===== src/rtl/muldiv_unit.sv =====
`default_nettype none
// ============================================================================
//  Module      : muldiv_unit
//  Description : Iterative multiply/divide unit holding the architectural
//                HI/LO registers. Decodes the R-type funct codes
//                mult/multu/div/divu/mthi/mtlo. One radix-2 step per cycle:
//                shift-add for multiply, restoring shift-subtract for divide.
//  Ports       : clk    - rising-edge clock
//                reset  - synchronous active-high reset
//                start  - launch request, honoured only while busy=0
//                funct  - operation select, sampled with start
//                a      - rs operand (multiplicand / dividend / mthi-mtlo data)
//                b      - rt operand (multiplier / divisor)
//                busy   - operation in flight; new starts are ignored
//                done   - one-cycle pulse when hi/lo hold a new mult/div result
//                hi     - HI register (product high half / remainder)
//                lo     - LO register (product low half / quotient)
//  Revision    : 1.0 - initial release
// ============================================================================
module muldiv_unit #(
    parameter int WIDTH = 32,
    parameter int CNTW  = $clog2(WIDTH) + 1
) (
    input  logic             clk,
    input  logic             reset,
    input  logic             start,
    input  logic [5:0]       funct,
    input  logic [WIDTH-1:0] a,
    input  logic [WIDTH-1:0] b,
    output logic             busy,
    output logic             done,
    output logic [WIDTH-1:0] hi,
    output logic [WIDTH-1:0] lo
);

    localparam logic [5:0]      c_F_MULT  = 6'b011000;
    localparam logic [5:0]      c_F_MULTU = 6'b011001;
    localparam logic [5:0]      c_F_DIV   = 6'b011010;
    localparam logic [5:0]      c_F_DIVU  = 6'b011011;
    localparam logic [5:0]      c_F_MTHI  = 6'b010001;
    localparam logic [5:0]      c_F_MTLO  = 6'b010011;
    localparam logic [CNTW-1:0] c_LAST    = CNTW'(WIDTH - 1);
    localparam logic [CNTW-1:0] c_ONE     = CNTW'(1);

    typedef enum logic [1:0] {
        S_IDLE = 2'd0,
        S_RUN  = 2'd1,
        S_FIX  = 2'd2
    } state_t;

    state_t             r_state;
    logic               r_busy;
    logic               r_done;
    logic [WIDTH-1:0]   r_hi;
    logic [WIDTH-1:0]   r_lo;
    logic [CNTW-1:0]    r_cnt;
    logic               r_is_div;
    logic               r_neg_res;   // negate product / quotient at FIX
    logic               r_neg_rem;   // negate remainder at FIX (sign of dividend)
    logic               r_divz;      // divisor was zero
    logic [WIDTH-1:0]   r_opb;       // |multiplicand| or |divisor|
    // Multiply: full 2*WIDTH accumulator, multiplier shifts out of the low end.
    // Divide: low half holds the dividend, quotient bits shift in from the right.
    logic [2*WIDTH-1:0] r_acc;
    logic [WIDTH-1:0]   r_rem;       // partial remainder, always < divisor

    // ------------------------------------------------------------------
    // Launch decode
    // ------------------------------------------------------------------
    logic             w_is_mul;
    logic             w_is_div;
    logic             w_signed;
    logic [WIDTH-1:0] w_abs_a;
    logic [WIDTH-1:0] w_abs_b;

    assign w_is_mul = (funct == c_F_MULT) || (funct == c_F_MULTU);
    assign w_is_div = (funct == c_F_DIV)  || (funct == c_F_DIVU);
    assign w_signed = (funct == c_F_MULT) || (funct == c_F_DIV);
    // The most negative value maps onto itself, which read as unsigned is
    // exactly its magnitude, so no special case is needed here.
    assign w_abs_a  = (w_signed && a[WIDTH-1]) ? (-a) : a;
    assign w_abs_b  = (w_signed && b[WIDTH-1]) ? (-b) : b;

    // ------------------------------------------------------------------
    // Multiply step: add multiplicand into the high half when the current
    // multiplier bit is set, then shift right keeping the carry.
    // ------------------------------------------------------------------
    logic [WIDTH:0]     w_sum;
    logic [2*WIDTH-1:0] w_mul_next;

    assign w_sum      = {1'b0, r_acc[2*WIDTH-1:WIDTH]} + {1'b0, r_opb};
    assign w_mul_next = r_acc[0] ? {w_sum, r_acc[WIDTH-1:1]}
                                 : {1'b0, r_acc[2*WIDTH-1:1]};

    // ------------------------------------------------------------------
    // Divide step: shift next dividend bit into the remainder (WIDTH+1
    // bits wide), trial-subtract the divisor, keep the difference only
    // if it did not borrow.
    // ------------------------------------------------------------------
    logic [WIDTH:0]   w_shift;
    logic [WIDTH:0]   w_trial;
    logic             w_qbit;
    logic [WIDTH-1:0] w_rem_next;
    logic [WIDTH-1:0] w_quo_next;

    assign w_shift    = {r_rem, r_acc[WIDTH-1]};
    assign w_trial    = w_shift - {1'b0, r_opb};
    assign w_qbit     = ~w_trial[WIDTH];
    assign w_rem_next = w_qbit ? w_trial[WIDTH-1:0] : w_shift[WIDTH-1:0];
    assign w_quo_next = {r_acc[WIDTH-2:0], w_qbit};

    // ------------------------------------------------------------------
    // Sign correction applied in FIX
    // ------------------------------------------------------------------
    logic [2*WIDTH-1:0] w_prod_fix;
    logic [WIDTH-1:0]   w_quo_fix;
    logic [WIDTH-1:0]   w_rem_fix;

    assign w_prod_fix = r_neg_res ? (-r_acc) : r_acc;
    assign w_quo_fix  = r_neg_res ? (-r_acc[WIDTH-1:0]) : r_acc[WIDTH-1:0];
    // With a zero divisor the remainder register ends up holding |a|, so the
    // same correction hands back the original dividend.
    assign w_rem_fix  = r_neg_rem ? (-r_rem) : r_rem;

    // ------------------------------------------------------------------
    // Control FSM and datapath registers
    // ------------------------------------------------------------------
    always_ff @(posedge clk) begin
        if (reset) begin
            r_state   <= S_IDLE;
            r_busy    <= 1'b0;
            r_done    <= 1'b0;
            r_hi      <= '0;
            r_lo      <= '0;
            r_cnt     <= '0;
            r_is_div  <= 1'b0;
            r_neg_res <= 1'b0;
            r_neg_rem <= 1'b0;
            r_divz    <= 1'b0;
            r_opb     <= '0;
            r_acc     <= '0;
            r_rem     <= '0;
        end else begin
            r_done <= 1'b0;
            case (r_state)
                S_IDLE: begin
                    if (start) begin
                        if (w_is_mul || w_is_div) begin
                            r_state   <= S_RUN;
                            r_busy    <= 1'b1;
                            r_cnt     <= '0;
                            r_is_div  <= w_is_div;
                            r_neg_res <= w_signed && (a[WIDTH-1] ^ b[WIDTH-1]);
                            r_neg_rem <= w_signed && a[WIDTH-1];
                            r_divz    <= w_is_div && (b == '0);
                            r_opb     <= w_is_mul ? w_abs_a : w_abs_b;
                            r_acc     <= {{WIDTH{1'b0}}, (w_is_mul ? w_abs_b : w_abs_a)};
                            r_rem     <= '0;
                        end else if (funct == c_F_MTHI) begin
                            r_hi <= a;
                        end else if (funct == c_F_MTLO) begin
                            r_lo <= a;
                        end
                    end
                end
                S_RUN: begin
                    if (r_is_div) begin
                        r_acc[WIDTH-1:0] <= w_quo_next;
                        r_rem            <= w_rem_next;
                    end else begin
                        r_acc <= w_mul_next;
                    end
                    r_cnt <= r_cnt + c_ONE;
                    if (r_cnt == c_LAST) begin
                        r_state <= S_FIX;
                    end
                end
                S_FIX: begin
                    if (r_is_div) begin
                        r_hi <= w_rem_fix;
                        r_lo <= r_divz ? {WIDTH{1'b1}} : w_quo_fix;
                    end else begin
                        r_hi <= w_prod_fix[2*WIDTH-1:WIDTH];
                        r_lo <= w_prod_fix[WIDTH-1:0];
                    end
                    r_done  <= 1'b1;
                    r_busy  <= 1'b0;
                    r_state <= S_IDLE;
                end
                default: begin
                    r_state <= S_IDLE;
                    r_busy  <= 1'b0;
                end
            endcase
        end
    end

    assign busy = r_busy;
    assign done = r_done;
    assign hi   = r_hi;
    assign lo   = r_lo;

endmodule
`default_nettype wire


===== config.mk =====
export PLATFORM = sky130hd
export DESIGN_NAME = muldiv_unit
export DESIGN_NICKNAME = d
export VERILOG_FILES = /design/src/rtl/muldiv_unit.sv
export SDC_FILE = /design/constraint.sdc
export NUM_CORES = 1
export LEC_CHECK = 0
export BUFFER_PORTS_ARGS = -buffer_cell sky130_fd_sc_hd__buf_2
export CAP_MARGIN = 40
export CORE_ASPECT_RATIO = 1.5
export CORE_MARGIN = 3
export CORE_UTILIZATION = 40
export CTS_BUF_LIST = sky130_fd_sc_hd__clkbuf_2 sky130_fd_sc_hd__clkbuf_4 sky130_fd_sc_hd__clkbuf_8
export DETAILED_ROUTE_END_ITERATION = 12
export GPL_TIMING_DRIVEN = 0
export HOLD_SLACK_MARGIN = 0.02
export SLEW_MARGIN = 5
export SYNTH_ARGS = -nofsm -noshare
export SYNTH_HDL_FRONTEND = slang
export SYNTH_SLANG_ARGS = --single-unit

===== constraint.sdc =====
create_clock -name clk -period 9.2 [get_ports clk]
set_input_delay 0.92 -clock clk [delete_from_list [all_inputs] [get_ports clk]]
set_output_delay 0.92 -clock clk [all_outputs]
set_load 0.01 [all_outputs]

==> flow_metrics.env, run 1 <==
export IMPL_outcome="completed"
export IMPL_reg2reg_from="r_acc[0]"
export IMPL_fin_skew_ns=0.04596
export IMPL_syn_inst=2127
export IMPL_grt_overflow_total=0
export IMPL_fp_coreArea_um2=39420
export IMPL_cts_resized=0
export IMPL_post_place_ws_ns=3.634
export IMPL_tns_ns=0
export IMPL_drive_above_1_share=0.1145
export IMPL_drt_vias_per_instance=6.146
export IMPL_r2r_end="hi[22]"
export IMPL_fin_cells=2850
export IMPL_clk_path_buf_depth=3
export IMPL_final_util=0.4670
export IMPL_layout_commonest_cell="nand2_1"
export IMPL_die_height_um=251.1
export IMPL_setup_viol=0
export IMPL_setup_ws_ns=3.538
export IMPL_finalCritPeriodShare=0.6155
export IMPL_clock_root_buffer="clkbuf_8"
export IMPL_rsz0062_at_grt="no"
export IMPL_track_usage=0.3440
export IMPL_worst_skew_pair_late_latency_ns=0.61
export IMPL_holdPathStages=2
export IMPL_synthesis_nets=2271
export IMPL_gr_usage_met1=0.3638
export IMPL_worst_ep_arrival_time_ns=6.13
export IMPL_min_delay_start="lo[21]"
export IMPL_vdd_drop_max_uv=95.56
export IMPL_start_util=0.4063
export IMPL_dieArea_um2=42530
export IMPL_ys_warn_count=0
export IMPL_whs_endpoint="lo[21]"
export IMPL_gp_congestion=1.008
export IMPL_synth_area_per_cell_um2=7.530
export IMPL_place_hpwl_um=61870
export IMPL_hold_path_class="flop to flop"
export IMPL_cp_max_fo=10
export IMPL_postCtsHoldBufs=0
export IMPL_synth_area_um2=16020
export IMPL_postRouteAntennaNets=0
export IMPL_antenna_found_initial=1
export IMPL_critPathKind="flop to flop"
export IMPL_met3_usage=0.05286
export IMPL_tightest_slew_ns=0.9471
export IMPL_rows=89
export IMPL_grt_max_degree=11
export IMPL_p_per_area_nw_per_um2=127.5
export IMPL_io_buffers=135
export IMPL_synth_edf_count=0
export IMPL_area_growth_pct=14.94
export IMPL_post_cts_buffers=0
export IMPL_path_clk_slew_ns=0.07
export IMPL_cts_made_buffers=39
export IMPL_mostFrequentLayoutCells="nand2_1 (238), a21oi_1 (211), dfxtp_1 (206)"
export IMPL_synthFlopType="dfxtp_1"
export IMPL_htreeDepth=2
export IMPL_wl_per_cell_um=26.67
export IMPL_period_needed_ns=5.662
export IMPL_slew_headroom=0.3686
export IMPL_finalHoldViolCount=0
export IMPL_p_leak_uw=0.007108
export IMPL_drt_drc_violations_left=0
export IMPL_worstPathRequired_ns=9.67
export IMPL_routed_wl_um=76010
export IMPL_die_w_um=169.4
export IMPL_cap_violations=0
export IMPL_grt_pass1_vias=17270
export IMPL_met2_usage=0.6107
export IMPL_nets=2468
export IMPL_critPathLaunchType="flop"
export IMPL_r2r_setup_slack_ns=3.54
export IMPL_yosys_register_bits=206
export IMPL_cts_tree="built"
export IMPL_synth_seq_area_share=0.2575
export IMPL_grt_pass1_wl_um=109200
export IMPL_vias=17520
export IMPL_dr_pass1_iters=6
export IMPL_ys_types=79
export IMPL_num_io_pins=139
export IMPL_finalMaxSlewViolations=0
export IMPL_grt_busiest_layer="met2"
export IMPL_power_uw=2348
export IMPL_dp_cells=2782
export IMPL_drt_iter0_markers=1455
export IMPL_async_flop_share=0
export IMPL_reg2reg_depth=14
export IMPL_fillers=4138
export IMPL_clkSinkCount=206
export IMPL_cp_end_kind="flop"
export IMPL_fmax_ghz=0.1766
## cells in the mapped netlist (14+ instances only)
cell type	count	share of area
nand2_1	238	0.056
a21oi_1	211	0.066
dfxtp_1	206	0.26
nor2_1	199	0.047
o21ai_0	133	0.042
clkbuf_1	127	0.030
xor2_1	116	0.063
xnor2_1	81	0.044
mux2i_1	78	0.049
ha_1	69	0.054
inv_1	65	0.015
nor3_1	49	0.015
a221oi_1	43	0.024
o31ai_1	39	0.018
nand3_1	35	0.011
a21o_1	30	0.014
a211oi_1	29	0.014
o211ai_1	27	0.013
nand2b_1	23	0.0090
or3_1	23	0.0090
a31oi_1	22	0.0086
o22ai_1	22	0.0086
and3_1	17	0.0066
o41ai_1	16	0.0087
buf_1	15	0.0035
or4_1	15	0.0070
a22oi_1	14	0.0066
a311oi_1	14	0.0077
## report_power, final
| part | switching (uW) | total [uW] | internal (uW) |
|---|---|---|---|
| sequential | 15.4 | 918 | 903 |
| clock | 453 | 1030 | 572 |
| combinational | 277 | 405 | 128 |
| total | 745 | 2350 | 1600 |
## worst max path at each step
stage / depth (start not counted) / slack, ns / end / startpoint
floorplan: 14 / 5.64 / hi[22] / r_acc[0]
global placement: 14 / 3.62 / hi[22] / r_acc[0]
detailed placement: 14 / 3.63 / hi[22] / r_acc[0]
CTS: 14 / 3.61 / hi[22] / r_acc[0]
global route: 14 / 3.47 / hi[22] / r_acc[0]
finish: 14 / 3.54 / hi[22] / r_acc[0]
## worst max-delay path, cell delays in order (launching register included)
cell and delay (ns):
dfxtp_1 0.30, clkbuf_1 0.25, inv_1 0.18, clkbuf_1 0.62, buf_1 0.68, ha_1 0.38, or3b_2 0.55, nor4_4 0.57
nand4b_1 0.39, or3_1 0.50, or4_1 0.46, nand3_1 0.11, o21ai_1 0.07, a221oi_2 0.34, a21oi_1 0.12
## cell type report
type                       count  area (um^2)  area share
antenna                        1        2.502   0.0001359
buffer                       146        561.8     0.03052
clock buffer                  56        739.5     0.04017
clock inverter                10        106.4    0.005777
inverter                      65        244.0     0.01325
multi-input combinational   1710        11100      0.6031
sequential                   206         4124      0.2240
tap                          500        625.6     0.03398
timing repair buffer         156        903.4     0.04907
## cells by family (layout without fill, tap and decap cells)
group,after synthesis,in the layout,share of synthesized area
buf+inv,211,433,0.05031
other cells,0,1,0
compound gates,681,681,0.2746
fa+ha+maj,71,71,0.05640
simple gates,677,677,0.2005
xor+xnor,197,197,0.1077
mux,84,84,0.05296
flops,206,206,0.2575
## sequential cells by signal (all words and copies together), names as in the netlist, 2 cells and up
name     count
r_rem       32
r_acc       64
r_state      2
r_cnt        6
lo          32
r_opb       32
hi          32
## through the flow
step           hold slack [ns]  instance area [um^2]
6_report                0.4921                 18410
3_5_place_dp            0.4810                 17550
4_1_cts                 0.4946                 18400
3_3_place_gp            0.4689                 17320
5_1_grt                 0.5175                 18410
2_1_floorplan           0.4493                 16020
## routing by layer
layer,vias up,wire length [um]
met4,0,6823
met3,268,4275
met1,8344,27320
li1,8143,-
met5,-,0
met2,762,37590
(Power assumes the default switching activity.)
==> run 2: changes to the inputs <==
==> constraint.sdc (replaced) <==
create_clock -name clk -period 4.8 [get_ports clk]
set_input_delay 0.48 -clock clk [delete_from_list [all_inputs] [get_ports clk]]
set_output_delay 0.48 -clock clk [all_outputs]
set_load 0.01 [all_outputs]
==> run 2 against run 1 <==
  * Wire length is essentially flat
  * Clock skew down 0.0076 ns
  * Via count shrank 0.14%
  * Cell area about the same
  * Fmax up 21%
  * Worst setup slack got worse by 3.4 ns
  * Non-clock buffer count shrank 1
  * Die area stayed put
  * Hold slack got worse by 0.28 ns
==> flow_metrics.env, run 2 (synthesis gave the netlist of run 1 again) <==
export IMPL_dp_cells=2782
export IMPL_gp_congestion=1.008
export IMPL_vdd_drop_max_uv=183.2
export IMPL_die_height_um=251.1
export IMPL_seqCellArea_um2=4124
export IMPL_worst_skew_pair_late_latency_ns=0.60
export IMPL_critPathLaunchType="flop"
export IMPL_place_hpwl_um=61870
export IMPL_routed_wl_um=76040
export IMPL_hold_path_class="primary input to flop"
export IMPL_outcome="completed"
export IMPL_vias=17490
export IMPL_grt_overflow_total=0
export IMPL_fillers=4135
export IMPL_p_leak_uw=0.007120
export IMPL_design_area_um2=18420
export IMPL_rows=89
export IMPL_fp_coreArea_um2=39420
export IMPL_grt_pass1_vias=17250
export IMPL_io_buffers=135
export IMPL_post_place_ws_ns=-0.7660
export IMPL_tightest_slew_ns=0.9580
export IMPL_setup_viol=0
export IMPL_num_io_pins=139
export IMPL_setup_ws_ns=0.1056
export IMPL_clk_path_buf_depth=3
export IMPL_largest_reg_flops=64
export IMPL_layout_commonest_cell="nand2_1"
export IMPL_clock_root_buffer="clkbuf_8"
export IMPL_postRouteAntennaNets=0
export IMPL_cap_violations=0
export IMPL_p_per_area_nw_per_um2=244.7
export IMPL_grt_pass1_wl_um=109300
export IMPL_drt_drc_violations_left=0
export IMPL_rsz0062_at_grt="no"
export IMPL_drt_iter0_markers=1427
export IMPL_clkSinkCount=206
export IMPL_multi_input_area_um2=11100
export IMPL_worst_ep_arrival_time_ns=5.22
export IMPL_slew_headroom=0.3613
export IMPL_drive_above_1_share=0.1171
export IMPL_cp_end_kind="flop"
export IMPL_cts_tree="built"
export IMPL_placed_area_um2=17550
export IMPL_finalCritPeriodShare=0.9780
export IMPL_fin_cells=2849
export IMPL_grt_max_degree=12
export IMPL_drt_vias_per_instance=6.140
export IMPL_tns_ns=0
export IMPL_path_clk_slew_ns=0.07
export IMPL_cp_max_fo=11
export IMPL_critPathKind="flop to flop"
export IMPL_period_needed_ns=4.694
export IMPL_antenna_found_initial=1
export IMPL_fmax_ghz=0.2130
export IMPL_mostFrequentLayoutCells="nand2_1 (238), a21oi_1 (211), dfxtp_1 (206)"
export IMPL_dr_pass1_iters=8
export IMPL_area_growth_pct=14.98
export IMPL_holdPathStages=3
export IMPL_reg2reg_depth=13
export IMPL_start_util=0.4063
export IMPL_wl_per_cell_um=26.69
export IMPL_finalMaxSlewViolations=0
export IMPL_htreeDepth=2
export IMPL_track_usage=0.3444
export IMPL_top_register="r_acc"
export IMPL_worstPathRequired_ns=5.33
export IMPL_fin_skew_ns=0.03834
export IMPL_finalHoldViolCount=0
export IMPL_cts_made_buffers=39
export IMPL_nets=2467
export IMPL_die_w_um=169.4
export IMPL_dieArea_um2=42530
-- run 2: metrics by stage --
stage,util,hold slack (ns),total power [uW]
2_1_floorplan,-,0.4493,2239
3_3_place_gp,0.4393,0.4689,2541
3_5_place_dp,0.4453,0.4810,2547
4_1_cts,0.4670,0.1887,4496
5_1_grt,0.4672,0.2276,4621
6_report,0.4672,0.2096,4506
-- run 2: path summary, 6_finish.rpt --
kind             from        to  slack (ns)
max reg2reg  r_acc[0]    hi[24]        0.11
min              b[0]  r_opb[0]        0.21
min reg2reg    lo[21]    lo[21]        0.49
max          r_acc[0]    hi[24]        0.11
-- run 2: critical path, stage by stage (launching register included) --
cell,delay [ns]
dfxtp_1,0.30
clkbuf_1,0.26
clkinvlp_4,0.37
buf_2,0.39
ha_1,0.32
or3b_2,0.55
nor4_4,0.39
nand4b_1,0.34
or4_1,0.73
o21ai_0,0.25
xor2_1,0.09
o21ai_0,0.32
nand2_1,0.12
a21oi_1,0.17
-- run 2: power breakdown --
group	leakage [uW]	internal, uW	switching [uW]
clock	0.000446	1100	869
sequential	0.00166	1730	29.2
combinational	0.00501	249	532
-- run 2: final cells by class --
cell class | instances | area share
Antenna cell | 1 | 0.0001359
Tap cell | 500 | 0.03397
Buffer | 145 | 0.03064
Clock inverter | 10 | 0.005775
Timing Repair Buffer | 156 | 0.04905
Clock buffer | 56 | 0.04015
Multi-Input combinational cell | 1710 | 0.6029
Sequential cell | 206 | 0.2239
Inverter | 65 | 0.01345
-- run 2: repair_timing --
action                                  4_1_cts  5_1_grt
hold buffers                                  0        0
pin swaps                                     1        0
endpoints found under the setup margin       21       24
buffers inserted                              1        0
gates resized for setup                       3        5
-- run 2: routing by layer --
| layer | up-vias | GRT usage | routed length, um |
|---|---|---|---|
| met4 | 0 | 0.2561 | 7072 |
| met2 | 779 | 0.6104 | 37310 |
| met5 | - | 0 | 0 |
| met3 | 291 | 0.05411 | 4385 |
| li1 | 8136 | - | - |
| met1 | 8287 | 0.3649 | 27270 |
